===== src/rtl/lc3_mem_pkg.sv =====
// Shared types and constants for the LC-3 memory/IO responder.
package lc3_mem_pkg;

   typedef enum logic [2:0] {
      ST_IDLE,
      ST_RD_WAIT,
      ST_WR_WAIT,
      ST_DONE,
      ST_RELEASE
   } mem_state_t;

   localparam logic [15:0] IO_ADDR_DEFAULT = 16'hFFFF;

   typedef struct packed {
      logic ce_n;
      logic oe_n;
      logic we_n;
   } sram_strobe_t;

   localparam sram_strobe_t STROBE_IDLE = '{ce_n: 1'b1, oe_n: 1'b1, we_n: 1'b1};

endpackage


===== src/rtl/mem_wait_counter.sv =====
// 4-bit SRAM wait-state counter: load, saturating decrement, zero flag.
module mem_wait_counter
   import lc3_mem_pkg::*;
(
   input  logic       i_clk,
   input  logic       i_rst_n,
   input  logic       i_load,
   input  logic [3:0] i_load_val,
   input  logic       i_dec,
   output logic       o_zero
);

   logic [3:0] r_count;

   always_ff @(posedge i_clk or negedge i_rst_n) begin
      if (!i_rst_n) begin
         r_count <= '0;
      end else if (i_load) begin
         r_count <= i_load_val;
      end else if (i_dec && (r_count != '0)) begin
         r_count <= r_count - 4'd1;
      end
   end

   assign o_zero = (r_count == '0);

endmodule


===== src/rtl/mem_io_responder.sv =====
// LC-3 MAR/MDR bus responder: SRAM accesses with wait states, switch/hex I/O
// at IO_ADDR, and a one-cycle ready pulse R per request.
module mem_io_responder
   import lc3_mem_pkg::*;
#(
   parameter int unsigned WAIT_CYCLES = 2,
   parameter logic [15:0] IO_ADDR     = IO_ADDR_DEFAULT,
   parameter int unsigned SRAM_AW     = 20
) (
   input  logic               Clk,
   input  logic               Reset,
   input  logic [15:0]        MAR,
   input  logic [15:0]        MDR,
   input  logic               MEM_OE,
   input  logic               MEM_WE,
   output logic [15:0]        MDR_In,
   output logic               R,
   input  logic [15:0]        Switches,
   output logic [15:0]        HEX_Data,
   output logic [SRAM_AW-1:0] SRAM_ADDR,
   output logic [15:0]        SRAM_DQ_Out,
   input  logic [15:0]        SRAM_DQ_In,
   output logic               SRAM_DQ_OE,
   output logic               CE_N,
   output logic               OE_N,
   output logic               WE_N
);

   localparam logic [3:0] LP_LOAD = 4'(WAIT_CYCLES - 1);

   mem_state_t          r_state, w_next;
   logic [15:0]         r_mdr_in, w_mdr_in;
   logic [15:0]         r_hex, w_hex;
   logic [SRAM_AW-1:0]  r_addr, w_addr;
   logic [15:0]         r_dq_out, w_dq_out;
   logic                r_dq_oe, w_dq_oe;
   sram_strobe_t        r_strobe, w_strobe;
   logic                w_load, w_dec, w_zero;
   logic                w_is_io;

   assign w_is_io = (MAR == IO_ADDR);

   mem_wait_counter u_wait (
      .i_clk      (Clk),
      .i_rst_n    (Reset),
      .i_load     (w_load),
      .i_load_val (LP_LOAD),
      .i_dec      (w_dec),
      .o_zero     (w_zero)
   );

   always_ff @(posedge Clk or negedge Reset) begin
      if (!Reset) begin
         r_state <= ST_IDLE;
      end else begin
         r_state <= w_next;
      end
   end

   always_comb begin
      w_next = r_state;
      unique case (r_state)
         ST_IDLE: begin
            if (MEM_WE) begin
               w_next = w_is_io ? ST_DONE : ST_WR_WAIT;
            end else if (MEM_OE) begin
               w_next = w_is_io ? ST_DONE : ST_RD_WAIT;
            end
         end
         ST_RD_WAIT, ST_WR_WAIT: begin
            if (w_zero) begin
               w_next = ST_DONE;
            end
         end
         ST_DONE:    w_next = ST_RELEASE;
         ST_RELEASE: begin
            if (!MEM_OE && !MEM_WE) begin
               w_next = ST_IDLE;
            end
         end
         default:    w_next = ST_IDLE;
      endcase
   end

   // Next values for the registered outputs; read and write paths never
   // enable OE_N and SRAM_DQ_OE together, and both drop on the same edge.
   always_comb begin
      w_mdr_in = r_mdr_in;
      w_hex    = r_hex;
      w_addr   = r_addr;
      w_dq_out = r_dq_out;
      w_dq_oe  = r_dq_oe;
      w_strobe = r_strobe;
      w_load   = 1'b0;
      w_dec    = 1'b0;
      unique case (r_state)
         ST_IDLE: begin
            if (MEM_WE) begin
               if (w_is_io) begin
                  w_hex = MDR;
               end else begin
                  w_addr        = SRAM_AW'(MAR);
                  w_dq_out      = MDR;
                  w_dq_oe       = 1'b1;
                  w_strobe.ce_n = 1'b0;
                  w_strobe.we_n = 1'b0;
                  w_load        = 1'b1;
               end
            end else if (MEM_OE) begin
               if (w_is_io) begin
                  w_mdr_in = Switches;
               end else begin
                  w_addr        = SRAM_AW'(MAR);
                  w_strobe.ce_n = 1'b0;
                  w_strobe.oe_n = 1'b0;
                  w_load        = 1'b1;
               end
            end
         end
         ST_RD_WAIT: begin
            if (w_zero) begin
               w_mdr_in = SRAM_DQ_In;
               w_strobe = STROBE_IDLE;
            end else begin
               w_dec = 1'b1;
            end
         end
         ST_WR_WAIT: begin
            if (w_zero) begin
               w_strobe = STROBE_IDLE;
               w_dq_oe  = 1'b0;
            end else begin
               w_dec = 1'b1;
            end
         end
         default: ;
      endcase
   end

   always_ff @(posedge Clk or negedge Reset) begin
      if (!Reset) begin
         r_mdr_in <= '0;
         r_hex    <= '0;
         r_addr   <= '0;
         r_dq_out <= '0;
         r_dq_oe  <= 1'b0;
         r_strobe <= STROBE_IDLE;
      end else begin
         r_mdr_in <= w_mdr_in;
         r_hex    <= w_hex;
         r_addr   <= w_addr;
         r_dq_out <= w_dq_out;
         r_dq_oe  <= w_dq_oe;
         r_strobe <= w_strobe;
      end
   end

   assign MDR_In      = r_mdr_in;
   assign R           = (r_state == ST_DONE);
   assign HEX_Data    = r_hex;
   assign SRAM_ADDR   = r_addr;
   assign SRAM_DQ_Out = r_dq_out;
   assign SRAM_DQ_OE  = r_dq_oe;
   assign CE_N        = r_strobe.ce_n;
   assign OE_N        = r_strobe.oe_n;
   assign WE_N        = r_strobe.we_n;

endmodule


===== config.mk =====
export PLATFORM = sky130hd
export DESIGN_NAME = mem_io_responder
export DESIGN_NICKNAME = d
export VERILOG_FILES = /design/src/rtl/lc3_mem_pkg.sv /design/src/rtl/mem_wait_counter.sv /design/src/rtl/mem_io_responder.sv
export SDC_FILE = /design/constraint.sdc
export NUM_CORES = 1
export LEC_CHECK = 0
export BUFFER_PORTS_ARGS = -buffer_cell sky130_fd_sc_hd__buf_2
export CAP_MARGIN = 20
export CORE_MARGIN = 2
export CORE_UTILIZATION = 43
export DETAILED_ROUTE_END_ITERATION = 10
export GPL_TIMING_DRIVEN = 0
export PLACE_DENSITY = 0.76
export SETUP_SLACK_MARGIN = 0.1
export SLEW_MARGIN = 10
export SYNTH_ARGS = -nofsm -noshare
export SYNTH_HDL_FRONTEND = slang
export SYNTH_SLANG_ARGS = --single-unit

===== constraint.sdc =====
create_clock -name Clk -period 1.8 [get_ports Clk]
set_input_delay 0.09 -clock Clk [delete_from_list [all_inputs] [get_ports Clk]]
set_output_delay 0.09 -clock Clk [all_outputs]
set_load 0.1 [all_outputs]

==> results.md, run 1 <==
- The number of different library cells in the post-synthesis netlist is 39.
- The routed wirelength normalized by instance count is about 16 µm.
- In this run the deepest clock path goes through 2 buffers.
- The number of nets in the layout is about 510.
- Along the worst hold path, the cell count comes to 2.
- Among all flip-flop cells after synthesis, the most frequent one is sky130_fd_sc_hd__dfrtp_1.
- In this run the tool buffered the top-level ports with roughly 140 buffer cells.
- For the worst setup path, the data required time is just over 2 ns.
- The clock insertion delay at the later pin of the skew report is 0.34 ns.
- After technology mapping, the gate count stands at 231.
- The endpoint identified for the worst register-to-register timing path is SRAM_ADDR[10].
- The core area is 7690 µm².
- The via-per-instance ratio is between 4 and 5.
- The routed layout has around 2700 vias.
- The clock net sink count is 75.
- The path type of the worst min-delay path is input port to flop.
- After synthesis, the share of flip-flops with an asynchronous set or reset is 100%.
- The capture endpoint of the worst hold path is SRAM_ADDR[11].
- For this run the aggregate overflow at the end of global routing stands at 0.
- The largest single stage delay on the critical path is around 0.41 ns.
- Measured in cells, the most critical reg-to-reg path has a length of 6.
- For this run, the number of Yosys warnings is 0.
- The synthesis-stage register bit count is 75.
- The sequential cell area fraction in the yosys report is between 50% and 60%.
- The run finished with clean final reports.
- The global-route total usage across every layer is 19.0%.
- The met1 routing resource usage after global routing is 22.1%.
- The placed cell count is between 400 and 500.
- The final-report hold violation count is 0.
- Routability-driven placement finished with a final weighted congestion of ~0.77.
- For flop-to-flop paths, the worst setup slack is roughly 0.064 ns.
- The total half-perimeter wirelength after legalization and detailed placement is roughly 5500 µm.
- Across the run, the number of max-cap violations was 0.
- The detail route stage leaves a number of antenna-violating nets equal to 0.
- The worst setup path is launched from a flop.
- Setup violations remaining at the end of the flow were counted as 0.
- The final total negative setup slack is 0 ns.
- The endpoint class of the critical path is a flop.
- The area growth from synthesis to layout is 52.3%.
- The count of antenna diodes in the layout is 0.
- The H-tree was split into 3 levels.
- Traced cell by cell, the critical path runs through buf_6 > nor3_4 > nand2_2 > nor2_4 > buf_2 > mux2_2.
- After clock tree synthesis, the clock-pin slew on the worst setup and hold paths is about 0.080 ns.
- The die height is roughly 93 µm.
- The achievable frequency is between 500 and 600 MHz.
- In the final layout, the share of cells above drive strength 1 is approximately 66%.
- Entering global routing, the biggest net connects 39 pins.
- The share of the cycle needed by the critical path after routing is 96.5%.
- The data arrival time at the worst-slack endpoint is between 1.5 and 2 ns.
- The final cell count without fillers is ~550.
- The commonest non-fill, non-tap cell in the layout is sky130_fd_sc_hd__buf_2.
- In this run the mean area of a mapped cell was 14.7 µm².
- The die covers between 8000 and 9000 µm².
- The initialized floorplan defines 32 standard-cell rows.
- Setup repair after global routing could not meet its margin everywhere.
- In the layout the commonest cells are sky130_fd_sc_hd__buf_2, sky130_fd_sc_hd__dfrtp_1, sky130_fd_sc_hd__mux2_2, sky130_fd_sc_hd__dlygate4sd3_1, sky130_fd_sc_hd__mux2_4.
- The detailed-route wire length is between 8000 and 9000 µm.
- The first-pass GRT wire length is around 13000 µm.
- Clock skew on the completed layout was measured at 0.00665 ns.
- The CTS tree is done.
- met2 is the most crowded layer.
- The met2 track demand over resource is between 30% and 40%.
- The origin of the worst min-delay path is MAR[11].
- The initial cell density of the core is between 40% and 50%.
- Of all nets on the critical path, the largest fanout is 5.
- The clock period could shrink to 1.74 ns.
- The die is ~93 µm wide.
- The number of design rule violations left after detail routing is 0.
- The transition at the pin with the smallest max-transition slack is just under 0.7 ns.
- The number of synthesized flops with an enable pin is 0.
- The number of global-route vias before repair is ~2700.
- Global routing used under 10% of the available met3 tracks.
- The boundary pin count is around 140.
- The final-report max-slew violation count is 0.
- The master cell of the clock root buffer is sky130_fd_sc_hd__clkbuf_8.
- The first detailed-routing pass ran for 4 iterations.
- In this run, CTS created clock tree buffers numbering 9.
- The area of the mapped netlist is ~3400 µm².
- In this run the tightest slew margin relative to its limit is about 55%.
- The critical path class is flop to flop.
- The first routing iteration left 40 violations.
- The launch instance of the worst register-to-register path is r_state[1].
- The initial antenna violation count came to 0.
- The standard cell with the maximum stage delay on the critical path is sky130_fd_sc_hd__dfrtp_1.
==> sequential cells by signal, summed over array words and instances, names as in the netlist <==
signal,flops
HEX_Data,16
MDR_In,16
SRAM_ADDR,16
SRAM_DQ_Out,16
u_wait.r_count,4
r_state,3
CE_N,1
OE_N,1
SRAM_DQ_OE,1
WE_N,1
==> worst max path at each step <==
stage / end / startpoint / slack, ns / cells after the start
after global placement: MDR_In[4] / MAR[3] / -0.16 / 7
after detailed placement: SRAM_DQ_Out[13] / MAR[3] / -0.19 / 6
after floorplan: MDR_In[0] / r_state[2] / 0.02 / 5
after CTS: R / r_state[2] / 0.06 / 4
final: SRAM_ADDR[10] / r_state[1] / 0.06 / 6
after global routing: MDR_In[1] / r_state[2] / 0.02 / 6
==> what timing repair did <==
action,CTS,global route
hold endpoints to repair,80,0
hold buffers,32,0
gates resized for setup,12,35
setup endpoints to repair,41,57
setup buffers,16,7
cloned,2,3
pin swaps,4,6
==> per-layer routing <==
layer  wire length, µm  share of wire (%)
met1              3490                 40
met2              4640                 53
met3               490                5.6
met4               140                1.6
met5                 0                  0
==> stage by stage <==
stage	instance area, µm²	worst slack, ns	util [%]	hold slack (ns)
finish	5190	0.0637	67.5	0.0218
global route	5190	0.0177	67.5	0.00446
CTS	5010	0.0610	65.1	0.0000982
floorplan	3430	0.0216	-	-0.206
detailed placement	4260	-0.186	55.4	0.0894
global placement	4240	-0.160	55.1	0.333
==> cell usage after synthesis (3+ instances only) <==
library cell | count | area, µm²
sky130_fd_sc_hd__buf_2 | 3 | 15.0
sky130_fd_sc_hd__dfrtp_1 | 72 | 1800
sky130_fd_sc_hd__mux2i_1 | 3 | 30.0
sky130_fd_sc_hd__nor2_1 | 10 | 37.5
sky130_fd_sc_hd__buf_6 | 5 | 56.3
sky130_fd_sc_hd__o21ai_0 | 4 | 20.0
sky130_fd_sc_hd__mux2_4 | 10 | 150
sky130_fd_sc_hd__nand4_1 | 3 | 18.8
sky130_fd_sc_hd__inv_1 | 4 | 15.0
sky130_fd_sc_hd__dfstp_2 | 3 | 78.8
sky130_fd_sc_hd__nand2_1 | 3 | 11.3
sky130_fd_sc_hd__mux2_2 | 70 | 788
sky130_fd_sc_hd__nor3b_1 | 3 | 22.5
sky130_fd_sc_hd__buf_4 | 5 | 37.5
==> cell families after synthesis <==
kind of cell    Yosys count  synth area share, %
fa+ha+maj                 2                0.735
xor+xnor                  2                0.514
other cells               1                0.110
simple gates             37                 7.97
buf+inv                  19                 4.37
flops                    75                 55.2
mux                      83                 28.4
compound gates           12                 2.64
==> cell type report <==
cell class / count / area (µm²)
Fill cell: 573 / 2500
Sequential cell: 75 / 1880
Clock buffer: 11 / 141
Timing Repair Buffer: 195 / 1290
Inverter: 4 / 15.0
Multi-Input combinational cell: 140 / 1500
Buffer: 14 / 148
Tap cell: 102 / 128
Clock inverter: 5 / 85.1
==> worst max-delay path: cells and delay by family (launching register included) <==
family,cells,cell delay (ns)
buf+inv,2,0.32
flops,1,0.41
mux,1,0.34
simple gates,3,0.55
Power of run 1 is not shown: default switching activity piles up to over one toggle a cycle in this logic, so the estimate is an artifact.
==> run 2, diff against run 1 <==
--- a/config.mk
+++ b/config.mk
@@ -7,7 +7,6 @@
 export LEC_CHECK = 0
 export BUFFER_PORTS_ARGS = -buffer_cell sky130_fd_sc_hd__buf_2
 export CAP_MARGIN = 20
-export CORE_MARGIN = 2
 export CORE_UTILIZATION = 43
 export DETAILED_ROUTE_END_ITERATION = 10
 export GPL_TIMING_DRIVEN = 0
==> results.md, run 2 (synthesis results as in run 1) <==
- The final core utilization is 69.5% (+2.0 points).
- The kind of start point of the critical path is a flop.
- The endpoint identified for the worst register-to-register timing path is MDR_In[2].
- The largest buffer count on any clock path is 2 (unchanged).
- The number of routed nets with antenna violations is 0 (unchanged).
- The worst register-to-register path begins at u_wait.r_count[1].
- The depth of the worst register-to-register path is 8 (+2).
- The fraction of final layout cells sized beyond drive strength 1 was 68.4% (+1.9 points).
- The clock insertion delay at the later pin of the skew report is 0.34 ns (about the same).
- The boundary pin count is 141 (unchanged).
- STA classifies the critical path endpoint as a flop.
- The count of antenna diodes in the layout is 0 (unchanged).
- Walking the worst path, the cells encountered are inv_2 > ha_4 > nor3b_4 > a32o_2 > buf_6 > buf_6 > buf_12 > mux2_4.
- The largest stage delay on the critical path is 0.39 ns (-0.02 ns).
- The global-route total usage across every layer came to 20.1% (+1.1 points).
- The number of design rule violations left after detail routing was 0 (unchanged).
- The run finished with clean final reports.
- The die width is 91.0 µm (-2.2%).
- The total half-perimeter wirelength after legalization and detailed placement was 5050 µm (-8.8%).
- The area growth from synthesis to layout is 56.8%.
- The data arrival time at the worst-slack endpoint is 1.98 ns (about the same).
- The number of vias after detailed routing is 2672 (+0.75%).
- The clock-pin slew of the registers on the worst-case setup and hold paths is 0.08 ns (about the same).
- The first-pass GRT wire length is 12900 µm (-0.11%).
- The via-per-instance ratio is 4.80 (-1.2%).
- The level count of the clock H-tree came to 3 (unchanged).
- For this design, the slowest cell found on the critical path is sky130_fd_sc_hd__dfrtp_1.
- The number of nets in the layout is 521 (+2.4%).
- The relative slew slack is 57.4% (+2.9 points).
- The number of buffers added on ports came to 135 (unchanged).
- The startpoint identified for the worst hold timing path is MAR[7].
- The final-report max-slew violation count was 0 (unchanged).
- The maximum number of pins on one net before global-route repair is 65 (+67%).
- The final weighted congestion in routability-driven placement came to 0.795 (+3.2%).
- The global route total overflow is 0 (unchanged).
- The number of clock buffers inserted by TritonCTS is 9 (unchanged).
- The final setup skew came to 0.00796 ns (+0.00130 ns).
- The register-to-register setup slack is 0.04 ns (-0.02 ns).
- The critical path's top delay family is buffers and inverters.
- The number of design-rule violations left by the first detailed-router iteration came to 68 (+70%).
- The minimum period implied by the final worst setup slack is 1.76 ns (+0.0232 ns).
- The worst hold-check slack is 0.0296 ns (+0.00776 ns).
- Among the stages of the critical path, the cell type that occurs most often is sky130_fd_sc_hd__buf_6.
- The length of the first detailed-routing pass in iterations is 4 (unchanged).
- The commonest non-fill, non-tap cell in the layout is sky130_fd_sc_hd__buf_2.
- The required time of the critical path is 2.02 ns (about the same).
- In the layout the commonest cells are sky130_fd_sc_hd__buf_2, sky130_fd_sc_hd__dfrtp_1, sky130_fd_sc_hd__mux2_2, sky130_fd_sc_hd__mux2_4, sky130_fd_sc_hd__dlygate4sd3_1.
- The critical path class is flop to flop.
- The initial antenna violation count is 0 (unchanged).
- The clock net sink count is 75 (unchanged).
- The final total negative setup slack is 0 ns (unchanged).
- The maximum fanout along the worst path is 5 (unchanged).
- The tree is rooted in a sky130_fd_sc_hd__clkbuf_8.
- The worst path buffer plus inverter count came to 4 (+2).
- The number of standard-cell rows in the floorplan is 32 (unchanged).
- The capture endpoint of the worst hold path is SRAM_ADDR[7].
- The core area came to 7690 µm² (unchanged).
- Setup repair after global routing could not meet its margin everywhere.
- The CTS tree is done.
- The path type of the worst min-delay path is input port to flop.
- The worst hold path depth is 2 (unchanged).
- The area enclosed by the die boundary is 8280 µm² (-4.3%).
- The final-report hold violation count is 0 (unchanged).
- The transition at the pin with the smallest max-transition slack came to 0.634 ns (-0.0437 ns).
- The routed wirelength normalized by instance count came to 15.3 µm (-4.4%).
- The detailed-route wire length is 8550 µm (-2.5%).
- The count of maximum capacitance violations is 0 (unchanged).
- The achievable frequency came to 568 MHz (-1.3%).
- The final cell count without fillers is 557 (+2.0%).
- The placed cell count is 472 (unchanged).
- The die height is 91.0 µm (-2.2%).
- The share of the cycle needed by the critical path after routing is 97.7% (+1.3 points).
- The initial cell density of the core is 44.3% (unchanged).
- The number of global-route vias before repair came to 2771 (+1.2%).
- The count of final setup violators is 0 (unchanged).
run 2: metal layers:
layer	global-route usage, %	share of wire, %	up-vias
met5	0	0	-
met4	8.99	1.8	0
met3	5.03	5.5	16
met2	35.2	53	98
met1	23.0	39	1304
li1	-	-	1254
run 2: timing repair:
action / 4_1_cts / 5_1_grt
cloned: 2 / 3
hold buffers: 31 / 1
setup endpoints to repair: 45 / 51
pin swaps: 2 / 5
endpoints found under the hold margin: 117 / 1
buffers inserted: 22 / 13
resized for setup: 14 / 50
run 2: per-stage QoR:
| stage | setup WS (ns) | area, µm² |
|---|---|---|
| 6_report | 0.0405 | 5340 |
| 5_1_grt | -0.0373 | 5340 |
| 4_1_cts | 0.0277 | 5040 |
| 3_5_place_dp | -0.169 | 4270 |
| 3_3_place_gp | -0.154 | 4240 |
| 2_1_floorplan | 0.0216 | 3430 |
run 2: final cells by class:
| class | count | area [µm²] |
|---|---|---|
| timing repair buffer | 206 | 1390 |
| multi-input combinational | 140 | 1560 |
| sequential | 75 | 1880 |
| fill | 579 | 2350 |
| inverter | 4 | 15.0 |
| clock inverter | 4 | 51.3 |
| clock buffer | 11 | 141 |
| buffer | 15 | 173 |
| tap | 102 | 128 |
run 2: worst max-delay path by stage:
| stage | endpoint | slack [ns] | from | depth (start not counted) |
|---|---|---|---|---|
| floorplan | MDR_In[0] | 0.02 | r_state[2] | 5 |
| global placement | MDR_In[6] | -0.15 | r_state[2] | 5 |
| detailed placement | MDR_In[6] | -0.17 | r_state[2] | 5 |
| CTS | u_wait.r_count[2] | 0.03 | u_wait.r_count[0] | 11 |
| global route | MDR_In[2] | -0.04 | u_wait.r_count[1] | 8 |
| finish | MDR_In[2] | 0.04 | u_wait.r_count[1] | 8 |
Power of run 2 is left out for the same reason.
